$ cat src/rtl/aes_pkg.sv
// Shared AES constants: forward and inverse S-box tables, FIPS-197 byte order.
// INV_SBOX_TABLE[SBOX_TABLE[x]] == x for every byte x.
package aes_pkg;

    localparam int BYTE_W = 8;

    localparam logic [BYTE_W-1:0] SBOX_TABLE [256] = '{
        8'h63, 8'h7c, 8'h77, 8'h7b, 8'hf2, 8'h6b, 8'h6f, 8'hc5, 8'h30, 8'h01, 8'h67, 8'h2b, 8'hfe, 8'hd7, 8'hab, 8'h76,
        8'hca, 8'h82, 8'hc9, 8'h7d, 8'hfa, 8'h59, 8'h47, 8'hf0, 8'had, 8'hd4, 8'ha2, 8'haf, 8'h9c, 8'ha4, 8'h72, 8'hc0,
        8'hb7, 8'hfd, 8'h93, 8'h26, 8'h36, 8'h3f, 8'hf7, 8'hcc, 8'h34, 8'ha5, 8'he5, 8'hf1, 8'h71, 8'hd8, 8'h31, 8'h15,
        8'h04, 8'hc7, 8'h23, 8'hc3, 8'h18, 8'h96, 8'h05, 8'h9a, 8'h07, 8'h12, 8'h80, 8'he2, 8'heb, 8'h27, 8'hb2, 8'h75,
        8'h09, 8'h83, 8'h2c, 8'h1a, 8'h1b, 8'h6e, 8'h5a, 8'ha0, 8'h52, 8'h3b, 8'hd6, 8'hb3, 8'h29, 8'he3, 8'h2f, 8'h84,
        8'h53, 8'hd1, 8'h00, 8'hed, 8'h20, 8'hfc, 8'hb1, 8'h5b, 8'h6a, 8'hcb, 8'hbe, 8'h39, 8'h4a, 8'h4c, 8'h58, 8'hcf,
        8'hd0, 8'hef, 8'haa, 8'hfb, 8'h43, 8'h4d, 8'h33, 8'h85, 8'h45, 8'hf9, 8'h02, 8'h7f, 8'h50, 8'h3c, 8'h9f, 8'ha8,
        8'h51, 8'ha3, 8'h40, 8'h8f, 8'h92, 8'h9d, 8'h38, 8'hf5, 8'hbc, 8'hb6, 8'hda, 8'h21, 8'h10, 8'hff, 8'hf3, 8'hd2,
        8'hcd, 8'h0c, 8'h13, 8'hec, 8'h5f, 8'h97, 8'h44, 8'h17, 8'hc4, 8'ha7, 8'h7e, 8'h3d, 8'h64, 8'h5d, 8'h19, 8'h73,
        8'h60, 8'h81, 8'h4f, 8'hdc, 8'h22, 8'h2a, 8'h90, 8'h88, 8'h46, 8'hee, 8'hb8, 8'h14, 8'hde, 8'h5e, 8'h0b, 8'hdb,
        8'he0, 8'h32, 8'h3a, 8'h0a, 8'h49, 8'h06, 8'h24, 8'h5c, 8'hc2, 8'hd3, 8'hac, 8'h62, 8'h91, 8'h95, 8'he4, 8'h79,
        8'he7, 8'hc8, 8'h37, 8'h6d, 8'h8d, 8'hd5, 8'h4e, 8'ha9, 8'h6c, 8'h56, 8'hf4, 8'hea, 8'h65, 8'h7a, 8'hae, 8'h08,
        8'hba, 8'h78, 8'h25, 8'h2e, 8'h1c, 8'ha6, 8'hb4, 8'hc6, 8'he8, 8'hdd, 8'h74, 8'h1f, 8'h4b, 8'hbd, 8'h8b, 8'h8a,
        8'h70, 8'h3e, 8'hb5, 8'h66, 8'h48, 8'h03, 8'hf6, 8'h0e, 8'h61, 8'h35, 8'h57, 8'hb9, 8'h86, 8'hc1, 8'h1d, 8'h9e,
        8'he1, 8'hf8, 8'h98, 8'h11, 8'h69, 8'hd9, 8'h8e, 8'h94, 8'h9b, 8'h1e, 8'h87, 8'he9, 8'hce, 8'h55, 8'h28, 8'hdf,
        8'h8c, 8'ha1, 8'h89, 8'h0d, 8'hbf, 8'he6, 8'h42, 8'h68, 8'h41, 8'h99, 8'h2d, 8'h0f, 8'hb0, 8'h54, 8'hbb, 8'h16
    };

    localparam logic [BYTE_W-1:0] INV_SBOX_TABLE [256] = '{
        8'h52, 8'h09, 8'h6a, 8'hd5, 8'h30, 8'h36, 8'ha5, 8'h38, 8'hbf, 8'h40, 8'ha3, 8'h9e, 8'h81, 8'hf3, 8'hd7, 8'hfb,
        8'h7c, 8'he3, 8'h39, 8'h82, 8'h9b, 8'h2f, 8'hff, 8'h87, 8'h34, 8'h8e, 8'h43, 8'h44, 8'hc4, 8'hde, 8'he9, 8'hcb,
        8'h54, 8'h7b, 8'h94, 8'h32, 8'ha6, 8'hc2, 8'h23, 8'h3d, 8'hee, 8'h4c, 8'h95, 8'h0b, 8'h42, 8'hfa, 8'hc3, 8'h4e,
        8'h08, 8'h2e, 8'ha1, 8'h66, 8'h28, 8'hd9, 8'h24, 8'hb2, 8'h76, 8'h5b, 8'ha2, 8'h49, 8'h6d, 8'h8b, 8'hd1, 8'h25,
        8'h72, 8'hf8, 8'hf6, 8'h64, 8'h86, 8'h68, 8'h98, 8'h16, 8'hd4, 8'ha4, 8'h5c, 8'hcc, 8'h5d, 8'h65, 8'hb6, 8'h92,
        8'h6c, 8'h70, 8'h48, 8'h50, 8'hfd, 8'hed, 8'hb9, 8'hda, 8'h5e, 8'h15, 8'h46, 8'h57, 8'ha7, 8'h8d, 8'h9d, 8'h84,
        8'h90, 8'hd8, 8'hab, 8'h00, 8'h8c, 8'hbc, 8'hd3, 8'h0a, 8'hf7, 8'he4, 8'h58, 8'h05, 8'hb8, 8'hb3, 8'h45, 8'h06,
        8'hd0, 8'h2c, 8'h1e, 8'h8f, 8'hca, 8'h3f, 8'h0f, 8'h02, 8'hc1, 8'haf, 8'hbd, 8'h03, 8'h01, 8'h13, 8'h8a, 8'h6b,
        8'h3a, 8'h91, 8'h11, 8'h41, 8'h4f, 8'h67, 8'hdc, 8'hea, 8'h97, 8'hf2, 8'hcf, 8'hce, 8'hf0, 8'hb4, 8'he6, 8'h73,
        8'h96, 8'hac, 8'h74, 8'h22, 8'he7, 8'had, 8'h35, 8'h85, 8'he2, 8'hf9, 8'h37, 8'he8, 8'h1c, 8'h75, 8'hdf, 8'h6e,
        8'h47, 8'hf1, 8'h1a, 8'h71, 8'h1d, 8'h29, 8'hc5, 8'h89, 8'h6f, 8'hb7, 8'h62, 8'h0e, 8'haa, 8'h18, 8'hbe, 8'h1b,
        8'hfc, 8'h56, 8'h3e, 8'h4b, 8'hc6, 8'hd2, 8'h79, 8'h20, 8'h9a, 8'hdb, 8'hc0, 8'hfe, 8'h78, 8'hcd, 8'h5a, 8'hf4,
        8'h1f, 8'hdd, 8'ha8, 8'h33, 8'h88, 8'h07, 8'hc7, 8'h31, 8'hb1, 8'h12, 8'h10, 8'h59, 8'h27, 8'h80, 8'hec, 8'h5f,
        8'h60, 8'h51, 8'h7f, 8'ha9, 8'h19, 8'hb5, 8'h4a, 8'h0d, 8'h2d, 8'he5, 8'h7a, 8'h9f, 8'h93, 8'hc9, 8'h9c, 8'hef,
        8'ha0, 8'he0, 8'h3b, 8'h4d, 8'hae, 8'h2a, 8'hf5, 8'hb0, 8'hc8, 8'heb, 8'hbb, 8'h3c, 8'h83, 8'h53, 8'h99, 8'h61,
        8'h17, 8'h2b, 8'h04, 8'h7e, 8'hba, 8'h77, 8'hd6, 8'h26, 8'he1, 8'h69, 8'h14, 8'h63, 8'h55, 8'h21, 8'h0c, 8'h7d
    };

endpackage

$ cat src/rtl/inv_sbox_lut.sv
// Combinational AES inverse S-box: a 256-entry constant ROM lookup.
// Also used unregistered elsewhere in the decryption datapath.
module inv_sbox_lut
    import aes_pkg::*;
(
    input  logic [BYTE_W-1:0] byte_i,
    output logic [BYTE_W-1:0] byte_o
);

    assign byte_o = INV_SBOX_TABLE[byte_i];

endmodule

$ cat src/rtl/inv_sbox_reg.sv
// Registered AES inverse S-box: one-cycle latency, full throughput, valid-qualified.
// The data register only loads on valid input, so idle cycles hold the last result.
module inv_sbox_reg
    import aes_pkg::*;
(
    input  logic              clk,
    input  logic              rst,
    input  logic              in_valid,
    input  logic [BYTE_W-1:0] in_byte,
    output logic              out_valid,
    output logic [BYTE_W-1:0] out_byte
);

    logic [BYTE_W-1:0] lut_byte;
    logic [BYTE_W-1:0] out_byte_d, out_byte_q;
    logic              out_valid_d, out_valid_q;

    inv_sbox_lut u_lut (
        .byte_i (in_byte),
        .byte_o (lut_byte)
    );

    // NOTE: every signal written here gets a default first, so no latch is inferred.
    always_comb begin
        out_valid_d = in_valid;
        out_byte_d  = out_byte_q;
        if (in_valid) begin
            out_byte_d = lut_byte;
        end
    end

    // NOTE: non-blocking assignments so each flop samples pre-edge values.
    always_ff @(posedge clk or posedge rst) begin
        if (rst) begin
            out_valid_q <= 1'b0;
            out_byte_q  <= '0;
        end else begin
            out_valid_q <= out_valid_d;
            out_byte_q  <= out_byte_d;
        end
    end

    assign out_valid = out_valid_q;
    assign out_byte  = out_byte_q;

endmodule

$ cat config.mk
export PLATFORM = sky130hd
export DESIGN_NAME = inv_sbox_reg
export DESIGN_NICKNAME = d
export VERILOG_FILES = /design/src/rtl/aes_pkg.sv /design/src/rtl/inv_sbox_lut.sv /design/src/rtl/inv_sbox_reg.sv
export SDC_FILE = /design/constraint.sdc
export NUM_CORES = 1
export LEC_CHECK = 0
export ABC_AREA = 1
export BUFFER_PORTS_ARGS = -buffer_cell sky130_fd_sc_hd__buf_2
export CORE_UTILIZATION = 35
export DETAILED_ROUTE_END_ITERATION = 12
export GPL_TIMING_DRIVEN = 0
export MAX_ROUTING_LAYER = met4
export PLACE_DENSITY = 0.58
export SYNTH_ARGS = -nofsm -noshare
export SYNTH_HDL_FRONTEND = slang
export SYNTH_SLANG_ARGS = --single-unit
$ cat constraint.sdc
create_clock -name clk -period 1.1 [get_ports clk]
set_input_delay 0.11 -clock clk [delete_from_list [all_inputs] [get_ports clk]]
set_output_delay 0.11 -clock clk [all_outputs]
set_load 0.005 [all_outputs]
# Yosys cells after proc, flatten, opt, wreduce, memory -nomap -nowiden
# Memory sizes are Yosys's and may differ from the RTL's. A register that Yosys moved wholly into a read port is not among the register bits.
# Index checks and enable logic that the tools add are counted.
# W data, S select, Z words.
[totals] register_bits=1 rom_bits=2048 in_bits=11 output_inout_bits=9 elab_cells=3 n_memories=1
[memory_table] memory="(name not given)" words=256 width=8 rd=1 rd_ports_with_merged_regs=1 write_ports=0 line="inv_sbox_lut.sv:10" rtl="assign byte_o = INV_SBOX_TABLE[byte_i];"
[classes] bitwise=1
[op_table] operator="$not A8 Y9" n=1

# Depth between registers and ports, before layout
[depth] depth_word=1 ltp_mapped=15 depth_no_buf=14

# By module
# Synthesis repeated with hierarchy kept, for this count alone.
[hier_totals] hier_cells=664 hier_area_um2=3424.5
[by_module_without_submodules] mod="inv_sbox_lut" instances=1 cells_each=628 area_each_um2=3090.5 seq_area_each_um2=0.0
[by_module_without_submodules] mod="inv_sbox_reg" instances=1 cells_each=36 area_each_um2=334.1 seq_area_each_um2=225.2

# Least setup slack after synthesis
# Ideal clock, no wire load.
[synth_timing] kind="input to register" startpoint="input port in_byte[0]" endpoint="register out_byte_q[1], in the netlist out_byte[1]" setup_time_ps=117 arrival_time_ps=1488 required_time_ps=983 setup_slack_ps=-505 cell_stages=14 path_buffers=1 path_cell_list="inv_1 -> ha_1 -> inv_1 -> nand2_1 -> buf_2 -> nor2_1 -> o21ai_0 -> nand2_1 -> nand2_1 -> nand3_1 -> nand3_1 -> nand2_1 -> nand2_1 -> nand2_1"
[synth_via] elab_chain_len=1
[synth_lines] item="from (decl)" line="inv_sbox_reg.sv:9" rtl="input logic [BYTE_W-1:0] in_byte,"
[synth_lines] item="$not A8 Y9 (not written as such)" line="inv_sbox_lut.sv:10"
[synth_lines] item="to (decl)" line="inv_sbox_reg.sv:15" rtl="logic [BYTE_W-1:0] out_byte_d, out_byte_q;"
# No other way between the ends.

# Final worst setup path
# Same ends and word-level chain as after synthesis.

==> results.json <==
{
  "p_leak_nw": 2.10,
  "cts_root_buf": "clkbuf_8",
  "synth_top_area_frac": 0.357,
  "startpoint_type": "input pin",
  "peakVddDrop_v": 0.000392,
  "port_buffers": 14,
  "fin_crit_sh": 1.63,
  "cts_tree": "yes",
  "drv_slew": 0,
  "grt_pass1_wl_um": 32400,
  "critPathKind": "in -> reg",
  "ioPinCount": 20,
  "hold_violations": 0,
  "insertion_delay_ps": 230,
  "synth_top_area_cell": "nand3_1",
  "ys_seq_area_frac": 0.0678,
  "numCtsBuffers": 3,
  "synth_seq_cells": 9,
  "wl_um": 22100,
  "max_freq_mhz": 557,
  "crit_arrival_ps": 1970,
  "dp_hpwl_um": 15600,
  "p_per_area_nw_per_um2": 727,
  "grt_overflow": 0,
  "viasPerCell": 6.87,
  "slew_headroom": 0.473,
  "worst_pin_slew_ps": 791,
  "finalClockSkew_ps": 0,
  "synth_nets": 694,
  "drtIter0Drc": 943,
  "placedInstanceArea_um2": 3580,
  "whs_ps": 329,
  "finalSetupViolations": 8,
  "syn2layout_area_growth_pct": 25.5,
  "hold_path.class": "in -> reg",
  "preCtsSetupSlack_ps": -1610,
  "end_kind": "flop",
  "required_ps": 1270,
  "antenna_found_initial": 1,
  "cts_sinks": 9,
  "synth_cell_type_count": 22,
  "fin_area_um2": 4170,
  "layout-drive-gt1-share": 0.218,
  "ant_nets": 0,
  "crit_path_cell_trace": "buf_12, clkinvlp_4, ha_1, nand2_2, buf_8, nand3_4, nand3_1, nand3_1, nand3_1, nand3_2, nand2_1, nand2_1, nand2_1",
  "gr-usage-all-layers": 0.461,
  "synthCells": 662,
  "drtPass1Iterations": 6,
  "grt_max_degree": 17,
  "status": "finished with violations",
  "htreeDepth": 1,
  "route.detailed.wl_per_inst_um": 27.4,
  "rows": 35,
  "yosys_warnings": 0,
  "synth_area_leaders": "nand3_1, nand2_1, ha_1",
  "slowest_delay_ps": 270,
  "cts.clk_slew.worst_paths_ps": 50,
  "first_global_vias": 5142,
  "drc": 0,
  "setup_ws_ps": -695,
  "die_w_um": 99.4,
  "grt_setup_unrepaired": "yes",
  "cpMaxStageDelayCell": "ha_1",
  "crit_path_max_fanout": 10,
  "min_period_ps": 1790,
  "clk_path_buf_depth": 2,
  "violations": "negative setup slack",
  "vias": 5551,
  "chipHeight_um": 99.4,
  "fin_nets": 729,
  "max_cap_violations": 0,
  "fillCellCount": 996,
  "core_area_um2": 9200,
  "synth_area_per_cell_um2": 5.01,
  "place.gp.congestion": 1.17,
  "start_util": 0.361,
  "die_area_um2": 9880,
  "netlist_area_um2": 3320
}
[worst paths after layout]
kind                        startpoint          end  slack, ps  depth (start not counted)
hold / removal              in_byte[7]  out_byte[0]        330                          5
setup / recovery            in_byte[0]  out_byte[1]       -690                         13
max in group asynchronous          rst  out_byte[5]        460                          3
hold reg to reg            out_byte[6]  out_byte[6]        470                          2
setup reg to reg           out_byte[5]  out_byte[5]        460                          2
min in group asynchronous          rst  out_byte[4]        380                          3
[power by group]
group / switching (mW) / leakage (nW) / internal (mW) / total [mW]
registers: 0.0242 / 0.110 / 0.376 / 0.400
clock network: 0.136 / 0.0228 / 0.253 / 0.389
logic: 1.55 / 1.97 / 0.687 / 2.24
total: 1.71 / 2.10 / 1.32 / 3.03
[metrics by stage]
step	power (mW)	setup TNS (ps)	util	instances
floorplan	1.56	-2820	-	662
global placement	2.24	-11370	0.390	787
detailed placement	2.22	-11070	0.390	787
CTS	2.79	-4260	0.433	804
global route	3.13	-5240	0.453	808
finish	3.03	-5040	0.453	808
[routing by layer]
metal  share of wire  vias to the layer above  global-route usage
li1                -                     2291                   -
met1            0.36                     2468               0.577
met2            0.39                      633               0.648
met3            0.16                      159               0.126
met4           0.087                        0               0.296
met5               0                        -                   -
[registers in the layout (all words and copies together), names as in the netlist]
| register | flops |
|---|---|
| out_byte | 8 |
| out_valid | 1 |
[synthesized netlist by cell type]
| cell | n |
|---|---|
| nand3_1 | 237 |
| nand2_1 | 232 |
| a21oi_1 | 35 |
| buf_2 | 30 |
| nor2_1 | 30 |
| inv_1 | 23 |
| ha_1 | 21 |
| o21ai_0 | 12 |
| buf_4 | 9 |
| dfrtp_1 | 9 |
| clkbuf_1 | 8 |
| buf_1 | 3 |
| nand2_2 | 3 |
| inv_2 | 2 |
| a21oi_2 | 1 |
| clkinv_1 | 1 |
| inv_4 | 1 |
| nand3_2 | 1 |
| nand4_1 | 1 |
| nor2_2 | 1 |
| o211ai_1 | 1 |
| or2_0 | 1 |
[final cells by class]
class                      instances  area, um^2  area share
antenna                            1        2.50    0.000601
buffer                            50         313      0.0751
clock buffer                       4        45.0      0.0108
inverter                          27         118      0.0282
multi-input combinational        576        3070       0.737
sequential                         9         225      0.0541
tap                              111         139      0.0333
timing repair buffer              30         255      0.0613
[repair_timing]
item	4_1_cts	5_1_grt
setup buffers	10	3
hold endpoints to repair	10	0
endpoints found under the setup margin	8	8
hold buffers	2	0
cloned	1	0
pin swaps	10	18
resized for setup	64	40
[critical path, delay by kind of cell]
family	cells	cell delay (ps)
adder cells (fa/ha/maj)	1	270
buffers and inverters	3	430
AND/OR/NAND/NOR	9	1160
[cell usage in the layout, fill, tap and decap left out, types with 2 or more instances in the layout]
cell type      count
buf_1              3
nand2_4           10
o21ai_1            2
dfrtp_1            9
nand2_2           26
buf_12             4
buf_4             19
a21oi_2            5
buf_8              2
nand3_1          215
inv_1             20
clkbuf_8           3
clkbuf_1           9
nand2_1          198
buf_6              3
buf_2             37
o21ai_0           10
nor2_2             4
ha_1              14
nor2_1            27
nand3_2           22
dlygate4sd3_1      2
ha_2               4
a21oi_1           31
ha_4               3
inv_4              3
[logic make-up (layout without fill, tap and decap cells)]
kind of cell / after synthesis / after routing / share of synthesized area
and+or+nand+nor: 506 / 506 / 0.668
DFF: 9 / 9 / 0.0678
adders and majority gates: 21 / 21 / 0.0792
AOI/OAI and AO/OA: 49 / 49 / 0.0758
other: 0 / 1 / 0
buffers and inverters: 77 / 111 / 0.109
No activity file was read; power rests on OpenSTA's default activity.
